<file path="config.mk">
export PLATFORM = sky130hd
export DESIGN_NAME = unidade_controle_multiciclo
export DESIGN_NICKNAME = d
export VERILOG_FILES = /design/src/rtl/unidade_controle_multiciclo.sv
export SDC_FILE = /design/constraint.sdc
export NUM_CORES = 1
export LEC_CHECK = 0
export BUFFER_PORTS_ARGS = -buffer_cell sky130_fd_sc_hd__buf_2
export CAP_MARGIN = 40
export CORE_MARGIN = 8
export CORE_UTILIZATION = 35
export DETAILED_ROUTE_END_ITERATION = 8
export PLACE_DENSITY_LB_ADDON = 0.08
export SLEW_MARGIN = 20
export SYNTH_ARGS = -nofsm -noshare
export SYNTH_HDL_FRONTEND = slang
export SYNTH_SLANG_ARGS = --single-unit
export TNS_END_PERCENT = 20
</file>
<file path="constraint.sdc">
create_clock -name clk -period 2.9 [get_ports clk]
set_clock_uncertainty 0.1 [all_clocks]
set_input_delay 0.58 -clock clk [delete_from_list [all_inputs] [get_ports clk]]
set_output_delay 0.58 -clock clk [all_outputs]
set_load 0.005 [all_outputs]
</file>
<file path="src/rtl/unidade_controle_multiciclo.sv">
// rtl/unidade_controle_multiciclo.sv - multicycle control unit FSM for an RV32 subset datapath
module unidade_controle_multiciclo (
  input  logic        clk,
  input  logic        rst,
  input  logic [6:0]  opcode,
  input  logic [2:0]  funct3,
  input  logic        mem_pronta,
  output logic        escreve_pc,
  output logic        escreve_pc_desvio,
  output logic        escreve_ir,
  output logic        le_mem,
  output logic        escreve_mem,
  output logic        iord,
  output logic        escreve_reg,
  output logic        mem_para_reg,
  output logic [1:0]  ula_src_b,
  output logic [1:0]  op_ula,
  output logic        desvio_beq,
  output logic        desvio_bne,
  output logic [3:0]  estado,
  output logic        instr_ilegal,
  output logic [31:0] instrucoes_concluidas
);

  localparam logic [6:0] OP_R      = 7'b0110011;
  localparam logic [6:0] OP_I      = 7'b0010011;
  localparam logic [6:0] OP_LOAD   = 7'b0000011;
  localparam logic [6:0] OP_STORE  = 7'b0100011;
  localparam logic [6:0] OP_BRANCH = 7'b1100011;

  typedef enum logic [3:0] {
    BUSCA          = 4'd0,
    DECODIFICA     = 4'd1,
    EXEC_R         = 4'd2,
    EXEC_I         = 4'd3,
    CALC_END       = 4'd4,
    ACESSO_LE      = 4'd5,
    ACESSO_ESCREVE = 4'd6,
    ESCRITA_REG    = 4'd7,
    DESVIO         = 4'd8,
    PARADO         = 4'd9
  } estado_t;

  estado_t estado_atual, estado_prox;
  logic    veio_de_leitura;
  logic    retira;

  assign estado = estado_atual;

  // State register; reset abandons any access in flight and restarts at fetch
  always_ff @(posedge clk or posedge rst) begin
    if (rst) estado_atual <= BUSCA;
    else     estado_atual <= estado_prox;
  end

  // Load flag, sticky illegal flag and retired-instruction counter
  always_ff @(posedge clk or posedge rst) begin
    if (rst) begin
      veio_de_leitura       <= 1'b0;
      instr_ilegal          <= 1'b0;
      instrucoes_concluidas <= 32'd0;
    end else begin
      if (estado_atual == ACESSO_LE)  veio_de_leitura <= 1'b1;
      else if (estado_atual == BUSCA) veio_de_leitura <= 1'b0;
      if (estado_prox == PARADO) instr_ilegal <= 1'b1;
      if (retira) instrucoes_concluidas <= instrucoes_concluidas + 32'd1;
    end
  end

  // Next-state and control outputs; outputs forced low while reset is held
  always_comb begin
    estado_prox       = estado_atual;
    retira            = 1'b0;
    escreve_pc        = 1'b0;
    escreve_pc_desvio = 1'b0;
    escreve_ir        = 1'b0;
    le_mem            = 1'b0;
    escreve_mem       = 1'b0;
    iord              = 1'b0;
    escreve_reg       = 1'b0;
    mem_para_reg      = 1'b0;
    ula_src_b         = 2'b00;
    op_ula            = 2'b00;
    desvio_beq        = 1'b0;
    desvio_bne        = 1'b0;
    case (estado_atual)
      BUSCA: begin
        le_mem = 1'b1;
        if (mem_pronta) begin
          escreve_ir  = 1'b1;
          escreve_pc  = 1'b1;
          estado_prox = DECODIFICA;
        end
      end
      DECODIFICA: begin
        case (opcode)
          OP_R:               estado_prox = EXEC_R;
          OP_I:               estado_prox = EXEC_I;
          OP_LOAD, OP_STORE:  estado_prox = CALC_END;
          OP_BRANCH:          estado_prox = DESVIO;
          default:            estado_prox = PARADO;
        endcase
      end
      EXEC_R: begin
        ula_src_b   = 2'b00;
        op_ula      = 2'b10;
        estado_prox = ESCRITA_REG;
      end
      EXEC_I: begin
        ula_src_b   = 2'b10;
        op_ula      = 2'b00;
        estado_prox = ESCRITA_REG;
      end
      CALC_END: begin
        ula_src_b   = 2'b10;
        op_ula      = 2'b01;
        estado_prox = (opcode == OP_LOAD) ? ACESSO_LE : ACESSO_ESCREVE;
      end
      ACESSO_LE: begin
        le_mem = 1'b1;
        iord   = 1'b1;
        if (mem_pronta) estado_prox = ESCRITA_REG;
      end
      ACESSO_ESCREVE: begin
        escreve_mem = 1'b1;
        iord        = 1'b1;
        if (mem_pronta) begin
          estado_prox = BUSCA;
          retira      = 1'b1;
        end
      end
      ESCRITA_REG: begin
        escreve_reg  = 1'b1;
        mem_para_reg = veio_de_leitura;
        estado_prox  = BUSCA;
        retira       = 1'b1;
      end
      DESVIO: begin
        // PC already holds PC+4 here; the datapath uses its latched old PC
        ula_src_b         = 2'b00;
        op_ula            = 2'b11;
        escreve_pc_desvio = 1'b1;
        if (funct3 == 3'b001) desvio_bne = 1'b1;
        else                  desvio_beq = 1'b1;
        estado_prox = BUSCA;
        retira      = 1'b1;
      end
      PARADO: begin
        estado_prox = PARADO;
      end
      default: begin
        estado_prox = BUSCA;
      end
    endcase
    if (rst) begin
      escreve_pc        = 1'b0;
      escreve_pc_desvio = 1'b0;
      escreve_ir        = 1'b0;
      le_mem            = 1'b0;
      escreve_mem       = 1'b0;
      iord              = 1'b0;
      escreve_reg       = 1'b0;
      mem_para_reg      = 1'b0;
      ula_src_b         = 2'b00;
      op_ula            = 2'b00;
      desvio_beq        = 1'b0;
      desvio_bne        = 1'b0;
    end
  end

endmodule
</file>
==> flow_summary.ini, run 1 <==
[timing]
holdWs_ps = 312
timing.final.setup_violations = 0
slew_headroom_pct = 62.4
final.setup.tns_ps = 0
rsz0062_at_grt = false
drv_slew = 0
min_period_over_period_pct = 81.2
hold_viol = 0
fmax_mhz = 425
tightest_slew_ps = 562
post-route-min-period_ps = 2350

[setup_path]
rr_startpoint = estado[3]$_DFF_PP0_
worstPathMaxFanout = 8
worstPathArrival_ps = 2460
critPathLaunchType = flip-flop
slowest_stage = or4b_4
crit_family = simple AND/OR/NAND/NOR gates
cp-startpoint = estado[3]$_DFF_PP0_
r2r_setup_slack_ps = 550
path_buf_inv = 0
path_cells = or4b_4 -> o22a_4 -> or4b_4 -> nor3_2 -> xor2_1
worstSetupPathType = flip-flop to flip-flop
r2r-end = instrucoes_concluidas[28]$_DFFE_PP0P_
slowest_delay_ps = 630
cp.required_ps = 3000
endpoint_kind = flip-flop
reg2reg_depth = 5
worst_path_most_repeated_cell = or4b_4

[global_route]
grt_pass1_wl_um = 8090
antenna_found_initial = 0
grt_pass1_vias = 1646
track_usage_pct = 11.5
grt_overflow = 0
grt_max_degree = 21

[synth]
synth-simple-area-share_pct = 26.8
muxShareOfSynthArea_pct = 1.11
synth_edf_count = 0
synth-compound-area-share_pct = 5.35
synth_top_family_by_area = simple AND/OR/NAND/NOR gates
synth_top_area_share_pct = 46.8
synth_xor_area_share_pct = 14.6
synthCells = 199
ys.flop_type = dfrtp_1
synth_nets = 213
synth_seq_cells = 38
postSynth.asyncResetShare_pct = 100
ys_seq_area_share_pct = 46.8
synth.area.top_cells = dfrtp_1, xnor2_1, xor2_1
synth_warnings = 0
avgSynthCellArea_um2 = 10.2
synth-adder-area-share_pct = 1.11
netlist_area_um2 = 2030
netlist-cell-type-count = 41
yosysTopAreaCell = dfrtp_1

[floorplan]
die_area_um2 = 8500
rows = 27
die_w_um = 92.2
die_h_um = 92.2
floorplan.initialDensity_pct = 36.5
core_area_um2 = 5570
pin_count = 64

[pwr]
vdd_drop_max_mv = 0.451
power_density_nw_per_um2 = 696
leakagePower_uw = 0.00127

[clocking]
post_cts_buffers = 0
cts-htree-levels = 2
numCtsBuffers = 5
postCtsHoldBufs = 0
root_buffer = clkbuf_8
cts.sinks = 38
clk_latency_ps = 280
tritoncts = built
ctsResizeCount = 0
clkTransAtPathRegs_ps = 70
cts_max_path_buffers = 2

[route]
routed_wl_um = 4810
final_antenna_net_count = 0
drcViolationCount = 0
drt-wirelength-per-cell_um = 14.2
viasPerCell = 5.01
via_count = 1698
drt_iter0_markers = 34
firstDrtPassIters = 4

[placement]
port_buffers = 62
place_congestion = 0.748
dpl.hpwl_um = 3740

[worst_hold_path]
worstHoldPathType = primary input to asynchronous set/reset pin

[outcome]
status = finished, final reports clean

[cells_and_area]
fin_nets = 281
n_fill_cell = 569
drive_gt1_share_pct = 31.8
diodes = 0
syn2layout_area_growth_pct = 23.4

[job]
maxCapViolations = 0
-- worst min-delay path, stage by stage --
cell and delay (ps):
buf_2 130, inv_1 90, buf_4 270
-- worst max-delay path by stage --
stage / slack, ps / end / depth (start not counted)
global route: 410 / instrucoes_concluidas[8]$_DFFE_PP0P_ / 5
detailed placement: 560 / instrucoes_concluidas[22]$_DFFE_PP0P_ / 5
floorplan: 350 / escreve_pc / 3
finish: 550 / instrucoes_concluidas[28]$_DFFE_PP0P_ / 5
global placement: 620 / instrucoes_concluidas[22]$_DFFE_PP0P_ / 5
CTS: 540 / instrucoes_concluidas[28]$_DFFE_PP0P_ / 5
-- through the flow --
step | total power (uW) | std cells | area (um^2) | utilization (%) | worst slack [ps]
after global placement | 1430 | 332 | 2430 | 43.7 | 617
after floorplan | 1170 | 199 | 2030 | - | 352
final | 1750 | 339 | 2510 | 45.0 | 546
after CTS | 1770 | 339 | 2510 | 45.0 | 543
after detailed placement | 1430 | 332 | 2430 | 43.7 | 557
after global routing | 1890 | 339 | 2510 | 45.0 | 411
-- kinds of logic (layout without fill, tap and decap cells) --
family	Yosys count	count (layout)
other	1	1
and+or+nand+nor	91	91
DFF	38	38
buffers and inverters	16	84
adders and majority gates	2	2
xor gates and xnor gates	34	34
muxes	2	2
AOI/OAI and AO/OA	15	15
-- cell usage in the layout (no fill, tap or decap), types with 5 or more instances in the layout --
master / Yosys / routed
clkbuf_8: 0 / 5
nand4_1: 7 / 7
buf_2: 0 / 62
nand3_1: 9 / 9
and4_1: 6 / 6
inv_1: 8 / 8
nor3_1: 7 / 7
nor2_1: 16 / 16
xor2_1: 14 / 14
xnor2_1: 20 / 20
buf_4: 2 / 7
nand2_1: 17 / 17
dfrtp_1: 38 / 38
-- power breakdown --
group | switching (uW) | leakage [uW] | internal, uW
clock network | 173 | 0.0000383 | 166
logic | 382 | 0.000738 | 314
registers | 94.1 | 0.000498 | 618
-- sequential cells by signal, indices dropped and copies added, names as in the netlist --
signal,count
estado,4
instrucoes_concluidas,32
instr_ilegal,1
veio_de_leitura,1
-- routing by layer --
metal  wire length, um  vias up  part of all wire, %  track usage [%]
met3               305        4                  6.3             3.83
met1              2210      823                   46             14.3
met2              2250       43                   47             18.5
li1                  -      828                    -                -
met5                 0        -                    0                0
met4                46        0                 0.96             3.22
-- cell type report --
cell class              instances  area [um^2]  area share (%)
multi-input cells             145         1000            39.8
inverters                       8         30.0            1.20
flip-flops and latches         38          951            37.9
well taps                      72         90.1            3.59
repair buffers                 69          363            14.5
clock buffers                   7         76.3            3.04
-- cell usage after synthesis, types with 2 or more instances --
master / instances
and4_1: 6
dfrtp_1: 38
or4b_4: 2
o21ai_0: 3
nor3_1: 7
mux2_2: 2
nor2_1: 16
buf_4: 2
nor2b_1: 2
nor3_2: 2
nand3_1: 9
and3_1: 4
nor3b_1: 4
a211oi_1: 2
or2_2: 2
nor4_1: 3
a21oi_1: 3
nand4_1: 7
xor2_1: 14
o211ai_1: 2
nand2_1: 17
nand2b_1: 3
clkbuf_1: 4
inv_1: 8
buf_6: 2
xnor2_1: 20
Power figures use the tool's default switching activity.
==> run 2: changes to the inputs <==
--- a/config.mk
+++ b/config.mk
@@ -5,6 +5,7 @@
 export SDC_FILE = /design/constraint.sdc
 export NUM_CORES = 1
 export LEC_CHECK = 0
+export ABC_AREA = 1
 export BUFFER_PORTS_ARGS = -buffer_cell sky130_fd_sc_hd__buf_2
 export CAP_MARGIN = 40
 export CORE_MARGIN = 8
==> constraint.sdc (replaced) <==
create_clock -name clk -period 2.2 [get_ports clk]
set_clock_uncertainty 0.1 [all_clocks]
set_input_delay 0.44 -clock clk [delete_from_list [all_inputs] [get_ports clk]]
set_output_delay 0.44 -clock clk [all_outputs]
set_load 0.005 [all_outputs]
==> run 2 against run 1 <==
Design area increased by 22%. Critical endpoint is now desvio_bne. Die area increased by 20%. Hold slack got worse by 150 ps. Sequential share of layout area decreased by 6.8 points.
==> flow_summary.ini, run 2 <==
[synth]
ys_top_cells_by_count = nand2_1, nor2_1, dfrtp_1
yosysTopAreaCell = dfrtp_1
synth_seq_cells = 38
netlist_area_um2 = 2520
netlist-cell-type-count = 29
ys.flop_type = dfrtp_1
synth_warnings = 0
synth.most_common_cell = nand2_1
postSynth.asyncResetShare_pct = 100
synth_top_area_share_pct = 37.7
synthCells = 382
synth_edf_count = 0
ys_seq_area_share_pct = 37.7
synth.area.top_cells = dfrtp_1, nand2_1, nor2_1
avgSynthCellArea_um2 = 6.61
synth_nets = 396

[floorplan]
die_area_um2 = 10200
floorplan.initialDensity_pct = 35.6
pin_count = 64
core_area_um2 = 7100
rows = 31
die_h_um = 101
die_w_um = 101

[cells_and_area]
largest-register = instrucoes_concluidas
final_common_cell = nand2_1
largest_reg_flops = 32
fin_nets = 460
design_area_um2 = 3060
drive_gt1_share_pct = 20.8
syn2layout_area_growth_pct = 21.4
final_cell_mix = nand2_1, buf_2, nor2_1
diodes = 0

[setup_path]
path_cells = inv_1 -> nand2_1 -> nor2_2 -> inv_1 -> nor2_1 -> inv_1 -> nor4_1 -> buf_2
worst_path_most_repeated_cell = inv_1
cp.required_ps = 1660
crit_family = simple AND/OR/NAND/NOR gates
slowest_delay_ps = 420
critPathLaunchType = flip-flop
worstPathMaxFanout = 4
path_buf_inv = 4
slowest_stage = dfrtp_1
worstPathArrival_ps = 1580
worstSetupPathType = flip-flop to output pin
endpoint_kind = output pin

[global_route]
grt_pass1_wl_um = 11500
track_usage_pct = 14.2
grt_max_degree = 35
grt_pass1_vias = 2436
antenna_found_initial = 0
grt_overflow = 0

[timing]
final.setup.tns_ps = 0
fmax_mhz = 472
postLayoutSetupSlackWorst_ps = 80.6
min_period_over_period_pct = 96.3
timing.final.setup_violations = 0
hold_viol = 0
post-route-min-period_ps = 2120
rsz0062_at_grt = true
drv_slew = 0

[clocking]
postCtsHoldBufs = 0
cts_max_path_buffers = 2
root_buffer = clkbuf_8
clkTransAtPathRegs_ps = 80
cts.sinks = 38
tritoncts = built
clk_latency_ps = 290
cts-htree-levels = 2
numCtsBuffers = 5

[pwr]
power_density_nw_per_um2 = 754
power_frac_seq_pct = 38.1
finalPower_uw = 2310
pwr-share-comb_pct = 29.8
internal_power_uw = 1500
leakagePower_uw = 0.00153
power_frac_clock_pct = 32.1
p_sw_uw = 807
switching_share_pct = 34.9
vdd_drop_max_mv = 0.381

[route]
firstDrtPassIters = 4
drcViolationCount = 0
viasPerCell = 4.43
final_antenna_net_count = 0
drt_iter0_markers = 61
drt-wirelength-per-cell_um = 12.4
routed_wl_um = 6760
via_count = 2419

[placement]
place_ws_ps = 339
dpl.hpwl_um = 5430
port_buffers = 62
place_area_um2 = 2910
place_congestion = 0.844

[job]
maxCapViolations = 0

[worst_hold_path]
worstHoldPathType = primary input to asynchronous set/reset pin

[outcome]
status = finished, final reports clean
==> run 2: path summary, 6_finish.rpt <==
kind,from,endpoint,slack (ps),cells past startpoint
min in group clk,opcode[4],estado[1]$_DFF_PP0_,350,3
max,estado[2]$_DFF_PP0_,desvio_bne,80,8
min reg2reg,instr_ilegal$_DFFE_PP0N_,instr_ilegal$_DFFE_PP0N_,370,2
min,rst,instrucoes_concluidas[13]$_DFFE_PP0P_,160,3
max in group asynchronous,rst,estado[1]$_DFF_PP0_,1570,3
max reg2reg,instrucoes_concluidas[0]$_DFFE_PP0P_,instrucoes_concluidas[16]$_DFFE_PP0P_,380,7
==> run 2: cell type report <==
type,count,area [um^2]
Clock buffer,6,82.6
Inverter,36,135
Tap cell,99,124
Sequential cell,38,952
Clock inverter,2,60.1
Fill cell,793,4030
Multi-Input combinational cell,300,1380
Timing Repair Buffer,65,333
==> run 2: power by group through the flow <==
| stage | sequential [uW] | combinational (uW) | clock [uW] |
|---|---|---|---|
| 2_1_floorplan | 883 | 501 | 0 |
| 3_3_place_gp | 892 | 680 | 0 |
| 3_5_place_dp | 900 | 679 | 0 |
| 4_1_cts | 886 | 682 | 762 |
| 5_1_grt | 895 | 794 | 793 |
| 6_report | 881 | 688 | 742 |
==> run 2: layer usage <==
| layer | wire, um | share of wire (%) | track usage, % |
|---|---|---|---|
| met4 | 121 | 1.8 | 4.81 |
| met1 | 3400 | 50 | 18.0 |
| met5 | 0 | 0 | 0 |
| met2 | 2830 | 42 | 22.7 |
| met3 | 397 | 5.9 | 3.66 |
==> run 2: logic make-up (layout without fill, tap and decap cells) <==
| group | count (synthesis) | after routing | share of synthesized area, % |
|---|---|---|---|
| DFF | 38 | 38 | 37.7 |
| buffers and inverters | 44 | 109 | 7.93 |
| other | 1 | 1 | 0.149 |
| adders and majority gates | 1 | 1 | 0.496 |
| xor gates and xnor gates | 18 | 18 | 6.25 |
| AOI/OAI and AO/OA | 9 | 9 | 2.03 |
| and+or+nand+nor | 271 | 271 | 45.5 |
==> run 2: repair_timing <==
| item | in CTS | in global routing |
|---|---|---|
| gates resized for setup | 0 | 3 |
| endpoints found under the hold margin | 0 | 0 |
| setup endpoints to repair | 0 | 4 |
| setup buffers | 0 | 1 |
==> run 2: tightest hold or removal path, stage by stage <==
cell,delay [ps]
buf_2,160
inv_1,80
buf_4,250
==> run 2: stage by stage <==
| step | utilization, % | hold slack (ps) | std cells |
|---|---|---|---|
| after floorplan | - | 342 | 382 |
| after global placement | 41.0 | 342 | 537 |
| after detailed placement | 41.0 | 353 | 537 |
| after CTS | 43.0 | 164 | 545 |
| after global routing | 43.2 | 202 | 546 |
| final | 43.2 | 165 | 546 |
==> run 3: changes to the inputs <==
--- a/config.mk
+++ b/config.mk
@@ -6,7 +6,7 @@
 export NUM_CORES = 1
 export LEC_CHECK = 0
 export ABC_AREA = 1
-export BUFFER_PORTS_ARGS = -buffer_cell sky130_fd_sc_hd__buf_2
+export BUFFER_PORTS_ARGS = -buffer_cell sky130_fd_sc_hd__buf_4
 export CAP_MARGIN = 40
 export CORE_MARGIN = 8
 export CORE_UTILIZATION = 35
==> run 3 against run 2 <==
Maximum frequency down 0.30%. Global-route usage about the same. Combinational power up 12%. Non-clock buffer count up 2. Design area up 3.9%. Wire length up 1.7%. Critical path depth unchanged. Hold slack worse by 1.2 ps. Via count up 0.54%. Count of clock-buffer cells in the layout up 1. Utilization up 1.7 points. Largest power group unchanged. Highest routed layer unchanged.
==> flow_summary.ini, run 3 (synthesis gave the netlist of run 2 again) <==
[timing]
timing.final.setup_violations = 0
drv_slew = 0
post-route-min-period_ps = 2130
hold_viol = 0
min_period_over_period_pct = 96.6
rsz0062_at_grt = true
fmax_mhz = 470

[job]
maxCapViolations = 0

[route]
final_antenna_net_count = 0
drt_iter0_markers = 125
drt-wirelength-per-cell_um = 12.5
routed_wl_um = 6870
viasPerCell = 4.44
via_count = 2432
drcViolationCount = 0
firstDrtPassIters = 4

[clocking]
tritoncts = built
cts.sinks = 38
cts_max_path_buffers = 2
numCtsBuffers = 5
cts-htree-levels = 2
clk_latency_ps = 290
root_buffer = clkbuf_8
clkTransAtPathRegs_ps = 80

[global_route]
grt_pass1_vias = 2398
antenna_found_initial = 0
grt_overflow = 0
grt_max_degree = 35
grt_pass1_wl_um = 11500
track_usage_pct = 14.2

[placement]
post-place-cells = 538
place_area_um2 = 3070
place_congestion = 0.878
dpl.hpwl_um = 5430
port_buffers = 62

[setup_path]
worstSetupPathType = flip-flop to output pin
r2r_setup_slack_ps = 410
worstPathMaxFanout = 3
worstPathArrival_ps = 1590
cp.required_ps = 1660
rr_startpoint = instrucoes_concluidas[0]$_DFFE_PP0P_
endpoint_kind = output pin
reg2reg_depth = 7
critPathLaunchType = flip-flop
r2r-end = instrucoes_concluidas[16]$_DFFE_PP0P_

[cells_and_area]
largest_reg_flops = 32
largest-register = instrucoes_concluidas
layout.area.seq_um2 = 951
final_common_cell = nand2_1
n_fill_cell = 793
drive_gt1_share_pct = 20.7
fin_cells = 548
syn2layout_area_growth_pct = 26.2
final_cell_mix = nand2_1, buf_4, nor2_1
diodes = 0
multi_input_area_um2 = 1380
design_area_um2 = 3180
fin_nets = 462

[worst_hold_path]
worstHoldPathType = primary input to asynchronous set/reset pin

[pwr]
power_density_nw_per_um2 = 676
leakagePower_uw = 0.00154
vdd_drop_max_mv = 0.551

[floorplan]
pin_count = 64
core_area_um2 = 7100
die_w_um = 101
floorplan.initialDensity_pct = 35.6
die_h_um = 101
die_area_um2 = 10200
rows = 31

[outcome]
status = finished, final reports clean
-- run 3: cell count changes in the layout (fill, tap and decap cells not counted) --
cell | before | now
bufinv_16 | 2 | 0
buf_2 | 62 | 0
dfrtp_2 | 1 | 0
dfrtp_1 | 37 | 38
nor3_1 | 4 | 3
nor2_2 | 9 | 8
clkinv_2 | 0 | 1
buf_4 | 3 | 67
nor2_1 | 56 | 57
clkbuf_1 | 0 | 1
nor3_2 | 1 | 2
-- run 3: layer usage --
| metal | wire (um) | vias up | global-route usage, % |
|---|---|---|---|
| li1 | - | 1301 | - |
| met2 | 2950 | 45 | 22.6 |
| met3 | 420 | 6 | 4.28 |
| met5 | 0 | - | 0 |
| met1 | 3420 | 1080 | 18.2 |
| met4 | 71 | 0 | 3.78 |
-- run 3: area by class of cell --
| cell class | count | area share [%] |
|---|---|---|
| clock inverters | 1 | 0.157 |
| repair buffers | 67 | 15.8 |
| multi-input cells | 300 | 43.3 |
| flip-flops and latches | 38 | 29.9 |
| clock buffers | 7 | 2.71 |
| well taps | 99 | 3.89 |
| inverters | 36 | 4.24 |
-- run 3: what timing repair did --
item,in CTS,in global routing
gates resized for setup,0,2
gates cloned,0,0
hold buffers,0,0
buffers inserted,1,1
endpoints found under the setup margin,1,3
-- run 3: stage by stage --
stage                     util (%)  setup TNS, ps  worst slack, ps  power [uW]  hold slack [ps]
final                         44.9              0             74.3        2150              164
after detailed placement      43.3              0              318        1650              354
after global routing          44.9          -33.1            -33.1        2330              190
after floorplan                  -              0              411        1380              342
after CTS                     44.7              0             1.47        2190              152
after global placement        43.3              0              366        1650              349
-- run 3: report_power, final --
group | switching [uW] | total, uW | internal [uW]
Sequential | 91.2 | 871 | 780
Clock | 256 | 510 | 253
Combinational | 465 | 772 | 307
Total | 812 | 2150 | 1340
-- run 3: worst max path at each step --
stage,depth (start not counted),start,end
CTS,8,estado[2]$_DFF_PP0_,desvio_bne
detailed placement,8,estado[0]$_DFF_PP0_,desvio_bne
global placement,8,estado[0]$_DFF_PP0_,desvio_bne
floorplan,8,estado[1]$_DFF_PP0_,desvio_bne
finish,8,estado[2]$_DFF_PP0_,desvio_bne
global route,8,estado[2]$_DFF_PP0_,desvio_bne
-- run 3: critical path, cell delays in order, from the launching register on --
cell,delay [ps]
dfrtp_1,400
inv_1,90
nand2_1,70
nor2_2,130
inv_1,60
nor2_1,120
inv_1,90
nor4_1,170
buf_4,160
